[config.mk]
export PLATFORM = sky130hd
export DESIGN_NAME = ln_lut_search
export DESIGN_NICKNAME = d
export VERILOG_FILES = /design/src/rtl/ln_lut_search.sv
export SDC_FILE = /design/constraint.sdc
export NUM_CORES = 1
export LEC_CHECK = 0
export ABC_AREA = 1
export BUFFER_PORTS_ARGS = -buffer_cell sky130_fd_sc_hd__buf_4
export CAP_MARGIN = 25
export CORE_UTILIZATION = 50
export DETAILED_ROUTE_END_ITERATION = 7
export GPL_TIMING_DRIVEN = 0
export PLACE_DENSITY = 0.69
export SYNTH_ARGS = -nofsm -noshare
export SYNTH_HDL_FRONTEND = slang
export SYNTH_SLANG_ARGS = --single-unit
[constraint.sdc]
create_clock -name i_clk -period 14.5 [get_ports i_clk]
set_clock_uncertainty 0.15 [all_clocks]
set_input_delay 0.725 -clock i_clk [delete_from_list [all_inputs] [get_ports i_clk]]
set_output_delay 0.725 -clock i_clk [all_outputs]
set_load 0.02 [all_outputs]
[src/rtl/ln_lut_search.sv]
// ---------------------------------------------------------------------------
// ln_lut_search
//
// Computes ln(x) for an unsigned q32.32 operand by binary-searching an external
// table of exp() samples. The table holds table[i] = exp(-1 + 2i/(ARRAY_SIZE-1))
// in q32.32 and is monotonically increasing. The resolved index i is turned back
// into a value by ln = i*STEP_Q - 2^32 (q32.32, signed, two's complement).
//
// The endpoints are probed first so out-of-range operands finish early with a
// clamp flag. Otherwise a fixed-length search of ADDR_W iterations runs, giving
// a constant latency for every in-range operand.
//
// Ports
//   i_clk        clock
//   i_rst        asynchronous active-high reset
//   i_valid      request strobe, taken when o_ready is high
//   i_value      unsigned q32.32 operand x
//   o_ready      idle / able to accept (also high in the result cycle)
//   o_lut_addr   registered table read address
//   i_lut_data   table word, valid one cycle after o_lut_addr
//   o_valid      one-cycle result strobe
//   o_index      resolved table index (held until the next result)
//   o_ln_value   signed q32.32 ln(x)   (held until the next result)
//   o_sat_low    x <= table[0]           (held until the next result)
//   o_sat_high   x >= table[ARRAY_SIZE-1] (held until the next result)
// ---------------------------------------------------------------------------
module ln_lut_search #(
    parameter int ARRAY_SIZE = 1_000_000,
    parameter int ADDR_W     = 20,
    parameter int STEP_Q     = 8590
) (
    input  logic              i_clk,
    input  logic              i_rst,
    input  logic              i_valid,
    input  logic [63:0]       i_value,
    output logic              o_ready,
    output logic [ADDR_W-1:0] o_lut_addr,
    input  logic [63:0]       i_lut_data,
    output logic              o_valid,
    output logic [ADDR_W-1:0] o_index,
    output logic [63:0]       o_ln_value,
    output logic              o_sat_low,
    output logic              o_sat_high
);

    localparam int              IW        = $clog2(ADDR_W + 1);
    localparam logic [ADDR_W-1:0] MAX_IDX = ADDR_W'(ARRAY_SIZE - 1);
    localparam logic [IW-1:0]   LAST_ITER = IW'(ADDR_W);
    localparam logic [63:0]     ONE_Q32   = 64'h0000_0001_0000_0000;

    typedef enum logic [2:0] {
        IDLE,
        RD_MIN,
        CMP_MIN,
        RD_MAX,
        CMP_MAX,
        RD_MID,
        CMP_MID,
        DONE
    } state_t;

    // Midpoint of the current bracket; the sum needs one extra bit.
    function automatic logic [ADDR_W-1:0] mid_of(input logic [ADDR_W-1:0] lo,
                                                 input logic [ADDR_W-1:0] hi);
        logic [ADDR_W:0] sum;
        sum    = {1'b0, lo} + {1'b0, hi};
        mid_of = ADDR_W'(sum >> 1);
    endfunction

    // Index back to value: i*STEP_Q - 1.0, wrapping in 64 bits so that
    // indices below the midpoint come out as negative two's complement.
    function automatic logic [63:0] ln_of(input logic [ADDR_W-1:0] idx);
        logic [63:0] prod;
        prod  = 64'(idx) * 64'(STEP_Q);
        ln_of = prod - ONE_Q32;
    endfunction

    state_t            state_q, state_d;
    logic [63:0]       x_q, x_d;
    logic [ADDR_W-1:0] lo_q, lo_d;
    logic [ADDR_W-1:0] hi_q, hi_d;
    logic [IW-1:0]     iter_q, iter_d;
    logic [ADDR_W-1:0] addr_q, addr_d;
    logic              valid_q, valid_d;
    logic [ADDR_W-1:0] index_q, index_d;
    logic [63:0]       ln_q, ln_d;
    logic              sat_lo_q, sat_lo_d;
    logic              sat_hi_q, sat_hi_d;

    // Bracket update of the current search step, shared by the next-state logic.
    logic [ADDR_W-1:0] lo_nx;
    logic [ADDR_W-1:0] hi_nx;
    logic [IW-1:0]     iter_nx;

    always_ff @(posedge i_clk or posedge i_rst) begin
        if (i_rst) begin
            state_q  <= IDLE;
            x_q      <= '0;
            lo_q     <= '0;
            hi_q     <= '0;
            iter_q   <= '0;
            addr_q   <= '0;
            valid_q  <= 1'b0;
            index_q  <= '0;
            ln_q     <= '0;
            sat_lo_q <= 1'b0;
            sat_hi_q <= 1'b0;
        end else begin
            state_q  <= state_d;
            x_q      <= x_d;
            lo_q     <= lo_d;
            hi_q     <= hi_d;
            iter_q   <= iter_d;
            addr_q   <= addr_d;
            valid_q  <= valid_d;
            index_q  <= index_d;
            ln_q     <= ln_d;
            sat_lo_q <= sat_lo_d;
            sat_hi_q <= sat_hi_d;
        end
    end

    // During CMP_MID, addr_q still holds the mid that produced i_lut_data.
    always_comb begin
        lo_nx   = lo_q;
        hi_nx   = hi_q;
        iter_nx = iter_q + 1'b1;
        if (i_lut_data <= x_q) begin
            lo_nx = addr_q;
        end else begin
            hi_nx = addr_q;
        end
    end

    always_comb begin
        state_d  = state_q;
        x_d      = x_q;
        lo_d     = lo_q;
        hi_d     = hi_q;
        iter_d   = iter_q;
        addr_d   = addr_q;
        valid_d  = 1'b0;
        index_d  = index_q;
        ln_d     = ln_q;
        sat_lo_d = sat_lo_q;
        sat_hi_d = sat_hi_q;

        case (state_q)
            // The result cycle doubles as an idle cycle so a new request can
            // be taken while o_valid is high.
            IDLE, DONE: begin
                if (i_valid) begin
                    x_d     = i_value;
                    addr_d  = '0;
                    state_d = RD_MIN;
                end else begin
                    state_d = IDLE;
                end
            end

            RD_MIN: begin
                state_d = CMP_MIN;
            end

            CMP_MIN: begin
                if (x_q <= i_lut_data) begin
                    index_d  = '0;
                    ln_d     = ln_of('0);
                    sat_lo_d = 1'b1;
                    sat_hi_d = 1'b0;
                    valid_d  = 1'b1;
                    state_d  = DONE;
                end else begin
                    addr_d  = MAX_IDX;
                    state_d = RD_MAX;
                end
            end

            RD_MAX: begin
                state_d = CMP_MAX;
            end

            CMP_MAX: begin
                if (x_q >= i_lut_data) begin
                    index_d  = MAX_IDX;
                    ln_d     = ln_of(MAX_IDX);
                    sat_lo_d = 1'b0;
                    sat_hi_d = 1'b1;
                    valid_d  = 1'b1;
                    state_d  = DONE;
                end else begin
                    lo_d    = '0;
                    hi_d    = MAX_IDX;
                    iter_d  = '0;
                    addr_d  = mid_of('0, MAX_IDX);
                    state_d = RD_MID;
                end
            end

            RD_MID: begin
                state_d = CMP_MID;
            end

            // Always ADDR_W iterations, no early exit: once hi == lo+1 the
            // midpoint equals lo and the bracket stops moving.
            CMP_MID: begin
                lo_d   = lo_nx;
                hi_d   = hi_nx;
                iter_d = iter_nx;
                if (iter_nx == LAST_ITER) begin
                    index_d  = lo_nx;
                    ln_d     = ln_of(lo_nx);
                    sat_lo_d = 1'b0;
                    sat_hi_d = 1'b0;
                    valid_d  = 1'b1;
                    state_d  = DONE;
                end else begin
                    addr_d  = mid_of(lo_nx, hi_nx);
                    state_d = RD_MID;
                end
            end

            default: begin
                state_d = IDLE;
            end
        endcase
    end

    assign o_ready    = (state_q == IDLE) || (state_q == DONE);
    assign o_lut_addr = addr_q;
    assign o_valid    = valid_q;
    assign o_index    = index_q;
    assign o_ln_value = ln_q;
    assign o_sat_low  = sat_lo_q;
    assign o_sat_high = sat_hi_q;

endmodule

Word-level counts from Yosys, hierarchy flattened
Cells that the tools add are included.

Bits in registers: 219. Input port bits: 131. Output and inout port bits: 108. Logic and storage cells: 80.

Add/sub/neg operators: 3. Multiply operators: 1. Order comparisons: 3. Eq/ne operators: 15. Mux-type cells: 37. Reductions and logical operators: 10.

Operators with widths (number): $mux W20 (11); $mux W64 (3); $pmux W64 S3 (1); $le A64 B64 Y1 (2); $pmux W20 S2 (2); $pmux W20 S4 (1); $ge A64 B64 Y1 (1); $pmux W20 S3 (1); $sub A34 B33 Y35 const B (1); $mul A20 B13 Y33 const B (1); $add A20 B20 Y21 (1); $pmux W3 S7 (1); $ne A2 B2 Y1 const B (7); $eq A3 B3 Y1 const B (4); $pmux W5 S2 (1); $mux W1 (9); $pmux W1 S3 (3); $eq A3 B2 Y1 const B (2); $add A5 B1 Y5 const B (1); $eq A5 B5 Y1 const B (1); $mux W5 (1); $reduce_and A5 Y1 (1); $mux W2 (2); $reduce_and A2 Y1 (2); other kinds (9) (9).

Longest topological paths before layout
Gate-level depths: netlist (run 1).

Depth after elaboration: 6. Gate-level depth with buffers: 48. Depth with buffers taken out: 46.

Worst setup path before layout (run 1)
Ideal clock, no wire load.

Path kind: in2reg. From: in i_lut_data[31]. To: reg ln_q[62] (netlist: o_ln_value[62]). Setup time: 127 ps. Arrival time: 7003 ps. Required time: 14223 ps. Setup slack: 7221 ps. Stages: 42. Path buffers: 2. Cell sequence: inv_1 ha_1 nand2_1 nor2_1 nand2_1 nor4_4 nand2_1 nand2_1 nand2_2 nand3_2 buf_2 buf_4 nor2_1 a21oi_1 ha_1 inv_1 fa_1 inv_1 [6 not listed] nand2_1 nor2_1 nor2_1 o21ai_1 nand2_1 nand2_1 nand2_1 nand2_1 nand2_1 nand2_1 a21boi_1 o21ai_1 nand2_1 a21oi_1 o21ai_0 ha_1 a22oi_1 nand2_1.

Word-level cells in the longest chain between the ends: 6. Elaborated cells between the ends (all ways): 11. Those cells by class: add/sub: 1; mul: 1; order compare: 3; eq/ne: 2; mux: 3; reduce/logical: 1.

RTL lines: from (decl) (line 38) `input logic [63:0] i_lut_data,`; $le A64 B64 Y1 (line 128) `if (i_lut_data <= x_q) begin`; $mux W20 (line 128); $mul A20 B13 Y33 (line 74) `prod = 64'(idx) * 64'(STEP_Q);`; $sub A34 B33 Y35 (line 75) `ln_of = prod - ONE_Q32;`; $mux W64 (line 210) `if (iter_nx == LAST_ITER) begin`; $pmux W64 S3 (line 148) `case (state_q)`; to (signal assigned) (line 117) `ln_q <= ln_d;`; to (decl) (line 86) `logic [63:0] ln_q, ln_d;`.

Parallel ways exist; a longest one is shown, timed or not. The select of a mux whose other input is x is not followed. A chain may end at the register's enable or synchronous reset.

Worst setup path in the final report (run 1)
From: in i_lut_data[63]. To: reg ln_q[33] (netlist: o_ln_value[33]).

The elaborated chain is that of the path after synthesis.

==> load_flow_metrics.sql, run 1 <==
INSERT INTO impl_metrics (metric_group, metric, value, unit) VALUES
('final_layout', 'area.sequential', '4700', 'um2'),
('cts', 'post_cts_setup_inserts', '0', ''),
('yosys', 'synth-async-reset-ratio', '100', '%'),
('timing', 'worstMarginPinSlew', '1010', 'ps'),
('yosys', 'synth-edff-count', '0', ''),
('yosys', 'postSynthAreaPerCell', '8.69', 'um2'),
('timing', 'timing.final.crit_share', '56.8', '%'),
('detailed_routing', 'first_iter_violations', '848', ''),
('global_routing', 'antenna_violations_before_repair', '0', ''),
('yosys', 'synth_fp_nets', '2064', ''),
('cts', 'number_of_buffers_on_the_longest_clock_path', '2', ''),
('critical_path', 'crit_fanout', '10', ''),
('flow_run', 'max_cap_violations', '0', ''),
('global_routing', 'largest_net_degree_at_the_start_of_global_routing', '102', ''),
('yosys', 'mux_share_of_post_synthesis_cell_area', '4.86', '%'),
('final_layout', 'post_route_cells_drive_above_1_share', '20.7', '%'),
('critical_path', 'endpoint_kind', 'flop', ''),
('placement', 'hpwl_after_detailed_placement', '31600', 'um'),
('yosys', 'main_combinational_cell_family_by_area_after_synthesis', 'adder cells', ''),
('timing', 'timing.slew.headroom', '32.6', '%'),
('detailed_routing', 'detail-route-antenna-nets', '0', ''),
('yosys', 'synth.yosys.warnings', '0', ''),
('timing', 'rsz0062_at_grt', 'no', ''),
('floorplanning', 'num_rows', '62', ''),
('detailed_routing', 'detailroute.via_count', '12400', ''),
('detailed_routing', 'wire_per_inst', '17.0', 'um'),
('critical_path', 'worst-endpoint-required', '14710', 'ps'),
('yosys', 'synthAdderAreaFrac', '25.1', '%'),
('floorplanning', 'start_util', '50.8', '%'),
('yosys', 'total_standard_cell_area_after_synthesis', '14600', 'um2'),
('cts', 'tritoncts', 'yes', ''),
('global_routing', 'groute.usage.overall', '27.1', '%'),
('placement', 'globalplace.congestion', '0.954', ''),
('floorplanning', 'io-pin-count', '239', ''),
('critical_path', 'critPathLaunchType', 'input pin', ''),
('yosys', 'post_synth_xor_area_fraction', '1.44', '%'),
('placement', 'io_buffers', '237', ''),
('floorplanning', 'core_area', '28700', 'um2'),
('timing', 'setup_violations', '0', ''),
('final_layout', 'area_growth', '19.7', '%'),
('global_routing', 'global_route_wire_length_before_repair', '63700', 'um'),
('hold_path', 'holdCritPathClass', 'in2async', ''),
('final_layout', 'inserted_diodes', '0', ''),
('yosys', 'yosys_register_bits', '188', ''),
('detailed_routing', 'first_pass_iters', '6', ''),
('floorplanning', 'dieWidth', '173', 'um'),
('critical_path', 'crit_path_top_delay_cell', 'sky130_fd_sc_hd__o21ai_0', ''),
('detailed_routing', 'drt-vias-per-instance', '5.30', ''),
('floorplanning', 'area_of_the_die', '29900', 'um2'),
('yosys', 'ys_seq_area_share', '32.3', '%'),
('cts', 'postCtsHoldBufs', '0', ''),
('yosys', 'netlist-cell-type-count', '54', ''),
('detailed_routing', 'drt_drc_violations_left', '0', ''),
('critical_path', 'cp_data_arrival_time', '8440', 'ps'),
('cts', 'cts.htree.levels', '4', ''),
('final_layout', 'n_fill_cell', '2570', ''),
('yosys', 'postSynthCellCount', '1678', ''),
('cts', 'cts_repair_resized_insts', '0', ''),
('cts', 'clock_tree.root_cell', 'sky130_fd_sc_hd__clkbuf_16', ''),
('timing', 'max_freq', '121', 'MHz'),
('global_routing', 'overflow', '0', ''),
('timing', 'slew_violations', '0', ''),
('run_status', 'run_status', 'completed', ''),
('yosys', 'dominantRegCellSynth', 'sky130_fd_sc_hd__dfrtp_1', ''),
('timing', 'final.setup.tns', '0', 'ps'),
('cts', 'clk_latency', '450', 'ps'),
('cts', 'clock_sink_count', '188', ''),
('timing', 'hold_viol_final', '0', ''),
('critical_path', 'timing.critical_path.mode_cell', 'sky130_fd_sc_hd__nand2_1', ''),
('cts', 'clk_pin_slew', '70', 'ps'),
('cts', 'cts_buffers', '17', ''),
('critical_path', 'critical_path_class', 'in2reg', ''),
('critical_path', 'critical-path-max-stage-delay', '630', 'ps'),
('yosys', 'synth_compound_gate_area_share', '11.9', '%'),
('timing', 'layout_min_cycle_time', '8230', 'ps'),
('detailed_routing', 'detail_route.wirelength', '39700', 'um'),
('yosys', 'synth_simple_gate_area_share', '13.4', '%'),
('floorplanning', 'fp.dieH', '173', 'um'),
('final_layout', 'final_net_count', '2323', ''),
('global_routing', 'grt_pass1_vias', '12200', ''),
('final_layout', 'multi_input_area', '8270', 'um2');
## stage by stage
step                hold slack [ps]  utilization (%)  instances  instance area (um2)  setup WS, ps
global route                    257             60.8       2334                17500          5610
finish                          202             60.8       2334                17500          6270
CTS                             244             60.7       2333                17400          6290
global placement                311             58.7       2299                16800          5640
detailed placement              318             58.8       2301                16900          5880
floorplan                       320                -       1678                14600          7220
## state kept, by name, summed over array words and instances, names as in the netlist, 3 cells and up
name	count
x_q	64
o_ln_value	33
hi_q	20
lo_q	20
o_index	20
o_lut_addr	20
iter_q	5
state_q	3
## worst max-delay path, delay by kind of cell
kind / cells / cell delay [ps]
compound gates: 8 / 1940
fa+ha+maj: 8 / 3180
buf+inv: 8 / 1050
simple gates: 15 / 1520
## Yosys cell counts (23+ instances only)
master / number / share of area, %
sky130_fd_sc_hd__buf_4: 32 / 1.6
sky130_fd_sc_hd__o21ai_0: 94 / 3.2
sky130_fd_sc_hd__ha_1: 192 / 16
sky130_fd_sc_hd__mux2_2: 63 / 4.9
sky130_fd_sc_hd__a21oi_1: 98 / 3.4
sky130_fd_sc_hd__nor2_1: 68 / 1.8
sky130_fd_sc_hd__fa_1: 63 / 8.6
sky130_fd_sc_hd__nand2_1: 288 / 7.4
sky130_fd_sc_hd__inv_1: 318 / 8.2
sky130_fd_sc_hd__nand3_1: 64 / 2.2
sky130_fd_sc_hd__dfrtp_1: 188 / 32
sky130_fd_sc_hd__clkbuf_1: 23 / 0.59
## worst paths after layout
check | from | to | slack, ps | cells after the start
min in group i_clk | o_ln_value[21] | o_ln_value[21] | 330 | 2
max in group asynchronous | i_rst | o_index[0] | 13090 | 3
worst min register to register | o_ln_value[21] | o_ln_value[21] | 330 | 2
worst min-delay path | i_rst | x_q[14] | 200 | 2
worst max-delay path | i_lut_data[63] | o_ln_value[33] | 6270 | 39
worst max register to register | x_q[63] | o_ln_value[33] | 6290 | 37
## cell families (layout without fill, tap and decap cells)
family          count (synthesis)  after routing
mux                            63             63
buf+inv                       393            665
fa+ha+maj                     255            255
flops                         188            188
other cells                     1              1
xor+xnor                       24             24
compound gates                297            297
simple gates                  457            457
## final cells by class
type                            count  share of cell area, %
Clock inverter                     12                  0.588
Inverter                          323                   6.99
Timing Repair Buffer              240                   10.5
Clock buffer                       20                   2.56
Multi-Input combinational cell   1097                   47.4
Buffer                             70                   2.28
Tap cell                          384                   2.75
Sequential cell                   188                   26.9
## metal layers
layer  vias up  wire length (um)  global-route usage [%]
met2       429             18900                    45.6
met1      5900             17300                    36.4
met4         0              1090                    7.96
met5         -                 0                       0
met3        67              2320                    4.02
li1       5969                 -                       -
## layout by cell type, fill, tap and decap left out, types with 3 or more instances in the layout
master	count
sky130_fd_sc_hd__inv_1	317
sky130_fd_sc_hd__xor2_1	12
sky130_fd_sc_hd__buf_2	12
sky130_fd_sc_hd__o31ai_1	3
sky130_fd_sc_hd__o21ai_0	94
sky130_fd_sc_hd__a21oi_1	98
sky130_fd_sc_hd__nand2_1	288
sky130_fd_sc_hd__a22oi_1	9
sky130_fd_sc_hd__nor3_1	4
sky130_fd_sc_hd__inv_8	4
sky130_fd_sc_hd__clkbuf_16	17
sky130_fd_sc_hd__inv_6	4
sky130_fd_sc_hd__a2bb2oi_1	22
sky130_fd_sc_hd__buf_4	270
sky130_fd_sc_hd__nor2_1	68
sky130_fd_sc_hd__or2_2	4
sky130_fd_sc_hd__clkbuf_1	25
sky130_fd_sc_hd__mux2_2	63
sky130_fd_sc_hd__fa_1	63
sky130_fd_sc_hd__a21o_1	5
sky130_fd_sc_hd__nor4_1	4
sky130_fd_sc_hd__nand4_1	11
sky130_fd_sc_hd__inv_2	5
sky130_fd_sc_hd__a31oi_1	6
sky130_fd_sc_hd__o22ai_1	18
sky130_fd_sc_hd__ha_1	192
sky130_fd_sc_hd__o211ai_1	3
sky130_fd_sc_hd__xnor2_1	12
sky130_fd_sc_hd__buf_1	3
sky130_fd_sc_hd__nand3_1	64
sky130_fd_sc_hd__o21ai_1	15
sky130_fd_sc_hd__dfrtp_1	188
sky130_fd_sc_hd__o21a_1	6
Power of run 1 is not shown: default switching activity piles up to over one toggle a cycle in this logic, so the estimate is an artifact.
==> inputs of run 2 (changes only) <==
- clock period: 14.5 -> 8.3 ns (I/O delays scaled with it)
==> load_flow_metrics.sql, run 2 (synthesis gave the netlist of run 1 again) <==
INSERT INTO impl_metrics (metric_group, metric, value, unit) VALUES
('critical_path', 'cp_data_arrival_time', '7980', 'ps'),
('critical_path', 'critPathLaunchType', 'flop', ''),
('floorplanning', 'area_of_the_die', '29900', 'um2'),
('timing', 'timing.slew.headroom', '33.6', '%'),
('final_layout', 'layout_commonest_cell', 'sky130_fd_sc_hd__inv_1', ''),
('placement', 'placed_area', '16900', 'um2'),
('hold_path', 'holdCritPathClass', 'in2reg', ''),
('placement', 'preCtsSetupSlack', '-11.2', 'ps'),
('critical_path', 'worst-endpoint-required', '8510', 'ps'),
('detailed_routing', 'drt_drc_violations_left', '0', ''),
('global_routing', 'overflow', '0', ''),
('detailed_routing', 'detail_route.wirelength', '39700', 'um'),
('detailed_routing', 'detail-route-antenna-nets', '0', ''),
('timing', 'setup_violations', '0', ''),
('global_routing', 'global_route_wire_length_before_repair', '63700', 'um'),
('critical_path', 'crit_fanout', '10', ''),
('global_routing', 'groute.usage.overall', '27.2', '%'),
('timing', 'worstMarginPinSlew', '992', 'ps'),
('detailed_routing', 'first_iter_violations', '873', ''),
('timing', 'max_freq', '129', 'MHz'),
('final_layout', 'fin_util', '61.0', '%'),
('cts', 'cts.htree.levels', '4', ''),
('critical_path', 'critical_path_cell_count', '37', ''),
('floorplanning', 'dieWidth', '173', 'um'),
('detailed_routing', 'wire_per_inst', '17.0', 'um'),
('critical_path', 'setup.worst_path.start', 'x_q[31]', ''),
('critical_path', 'critPathTopFamily', 'adder cells', ''),
('timing', 'whs', '44.8', 'ps'),
('timing', 'hold_viol_final', '0', ''),
('final_layout', 'n_fill_cell', '2563', ''),
('detailed_routing', 'first_pass_iters', '6', ''),
('placement', 'hpwl_after_detailed_placement', '31600', 'um'),
('detailed_routing', 'drt-vias-per-instance', '5.29', ''),
('floorplanning', 'num_rows', '62', ''),
('run_status', 'run_status', 'completed', ''),
('floorplanning', 'fp.dieH', '173', 'um'),
('final_layout', 'final_cell_area', '17500', 'um2'),
('detailed_routing', 'detailroute.via_count', '12400', ''),
('placement', 'io_buffers', '237', ''),
('final_layout', 'mostFrequentLayoutCells', '315 x sky130_fd_sc_hd__inv_1, 288 x sky130_fd_sc_hd__nand2_1, 273 x sky130_fd_sc_hd__buf_4, 192 x sky130_fd_sc_hd__ha_1, 188 x sky130_fd_sc_hd__dfrtp_1', ''),
('critical_path', 'critical_path.n_buffers_inverters', '5', ''),
('critical_path', 'endpoint_kind', 'flop', ''),
('timing', 'slew_violations', '0', ''),
('critical_path', 'crit-reg2reg-capture', 'o_ln_value[33]', ''),
('final_layout', 'final_net_count', '2327', ''),
('cts', 'number_of_buffers_on_the_longest_clock_path', '2', ''),
('final_layout', 'area_growth', '20.1', '%'),
('critical_path', 'worstRegToRegCells', '37', ''),
('global_routing', 'antenna_violations_before_repair', '0', ''),
('timing', 'layout_min_cycle_time', '7770', 'ps'),
('final_layout', 'max_flop_register', 'x_q', ''),
('cts', 'clk_pin_slew', '80', 'ps'),
('cts', 'tritoncts', 'yes', ''),
('floorplanning', 'core_area', '28700', 'um2'),
('final_layout', 'largest_register_ff_count', '64', ''),
('critical_path', 'critPathCapture', 'o_ln_value[33]', ''),
('cts', 'clock_sink_count', '188', ''),
('floorplanning', 'start_util', '50.8', '%'),
('final_layout', 'post_route_cells_drive_above_1_share', '21.2', '%'),
('flow_run', 'max_cap_violations', '0', ''),
('cts', 'cts_buffers', '17', ''),
('critical_path', 'crit_path_top_delay_cell', 'sky130_fd_sc_hd__fa_1', ''),
('global_routing', 'grt_pass1_vias', '12200', ''),
('cts', 'clock_tree.root_cell', 'sky130_fd_sc_hd__clkbuf_16', ''),
('floorplanning', 'io-pin-count', '239', ''),
('critical_path', 'worst_r2r_startpoint', 'x_q[31]', ''),
('critical_path', 'critical-path-max-stage-delay', '560', 'ps'),
('global_routing', 'largest_net_degree_at_the_start_of_global_routing', '102', ''),
('critical_path', 'timing.reg2reg.setup_slack', '530', 'ps'),
('timing', 'timing.final.crit_share', '93.6', '%'),
('critical_path', 'critical_path_class', 'reg2reg', ''),
('critical_path', 'timing.critical_path.mode_cell', 'sky130_fd_sc_hd__nand2_1', ''),
('final_layout', 'inserted_diodes', '0', ''),
('cts', 'clk_latency', '450', 'ps'),
('placement', 'globalplace.congestion', '0.954', ''),
('timing', 'timing.final.ws_setup', '528', 'ps');
-- run 2: cell count changes in the layout (fill, tap and decap cells not counted) --
cell                            delta
sky130_fd_sc_hd__a21oi_1           -3
sky130_fd_sc_hd__o21ai_2           +2
sky130_fd_sc_hd__o21ai_0           -5
sky130_fd_sc_hd__buf_4             +3
sky130_fd_sc_hd__clkbuf_4          +1
sky130_fd_sc_hd__inv_2             +2
sky130_fd_sc_hd__o21ai_1           +3
sky130_fd_sc_hd__buf_2             -1
sky130_fd_sc_hd__dlygate4sd3_1     +1
sky130_fd_sc_hd__a21oi_2           +3
sky130_fd_sc_hd__inv_1             -2
-- run 2: routing by layer --
layer | vias up | GRT usage, % | wire [um]
li1 | 5972 | - | -
met1 | 5946 | 36.4 | 17400
met2 | 399 | 45.7 | 19100
met3 | 58 | 4.02 | 2190
met4 | 0 | 7.82 | 1030
met5 | - | 0 | 0
-- run 2: what timing repair did --
action | CTS | global route
setup endpoints to repair | 0 | 3
hold endpoints to repair | 87 | 0
gates resized for setup | 0 | 13
setup buffers | 0 | 3
hold buffers | 1 | 0
-- run 2: cell type report --
cell class              instances  area (um2)  area share (%)
inverters                     323        1220            6.96
clock buffers                  20         447            2.55
clock inverters                12         103           0.586
well taps                     384         480            2.74
repair buffers                244        1870            10.7
plain buffers                  70         400            2.29
multi-input cells            1097        8290            47.3
flip-flops and latches        188        4700            26.9
-- run 2: per-stage QoR --
step | std cells | TNS [ps]
after global placement | 2299 | -497
after detailed placement | 2301 | -11.7
after floorplan | 1678 | 0
after CTS | 2334 | 0
after global routing | 2338 | -8.45
final | 2338 | 0
-- run 2: worst reg2reg max path, delay by kind of cell, from the launching register on --
kind / cells / cell delay, ps
compound gates: 7 / 1420
fa+ha+maj: 8 / 3030
simple gates: 17 / 1950
flops: 1 / 390
buf+inv: 5 / 740
-- run 2: worst min-delay path by stage --
stage | from | to | slack (ps) | cells after the start
2_1_floorplan | lo_q[10] | lo_q[10] | 320 | 2
3_5_place_dp | o_ln_value[25] | o_ln_value[25] | 320 | 2
5_1_grt | i_value[51] | x_q[51] | 40 | 2
6_report | i_value[51] | x_q[51] | 40 | 2
3_3_place_gp | o_sat_high | o_sat_high | 310 | 2
4_1_cts | i_value[9] | x_q[9] | 40 | 2
Power of run 2 is left out for the same reason.
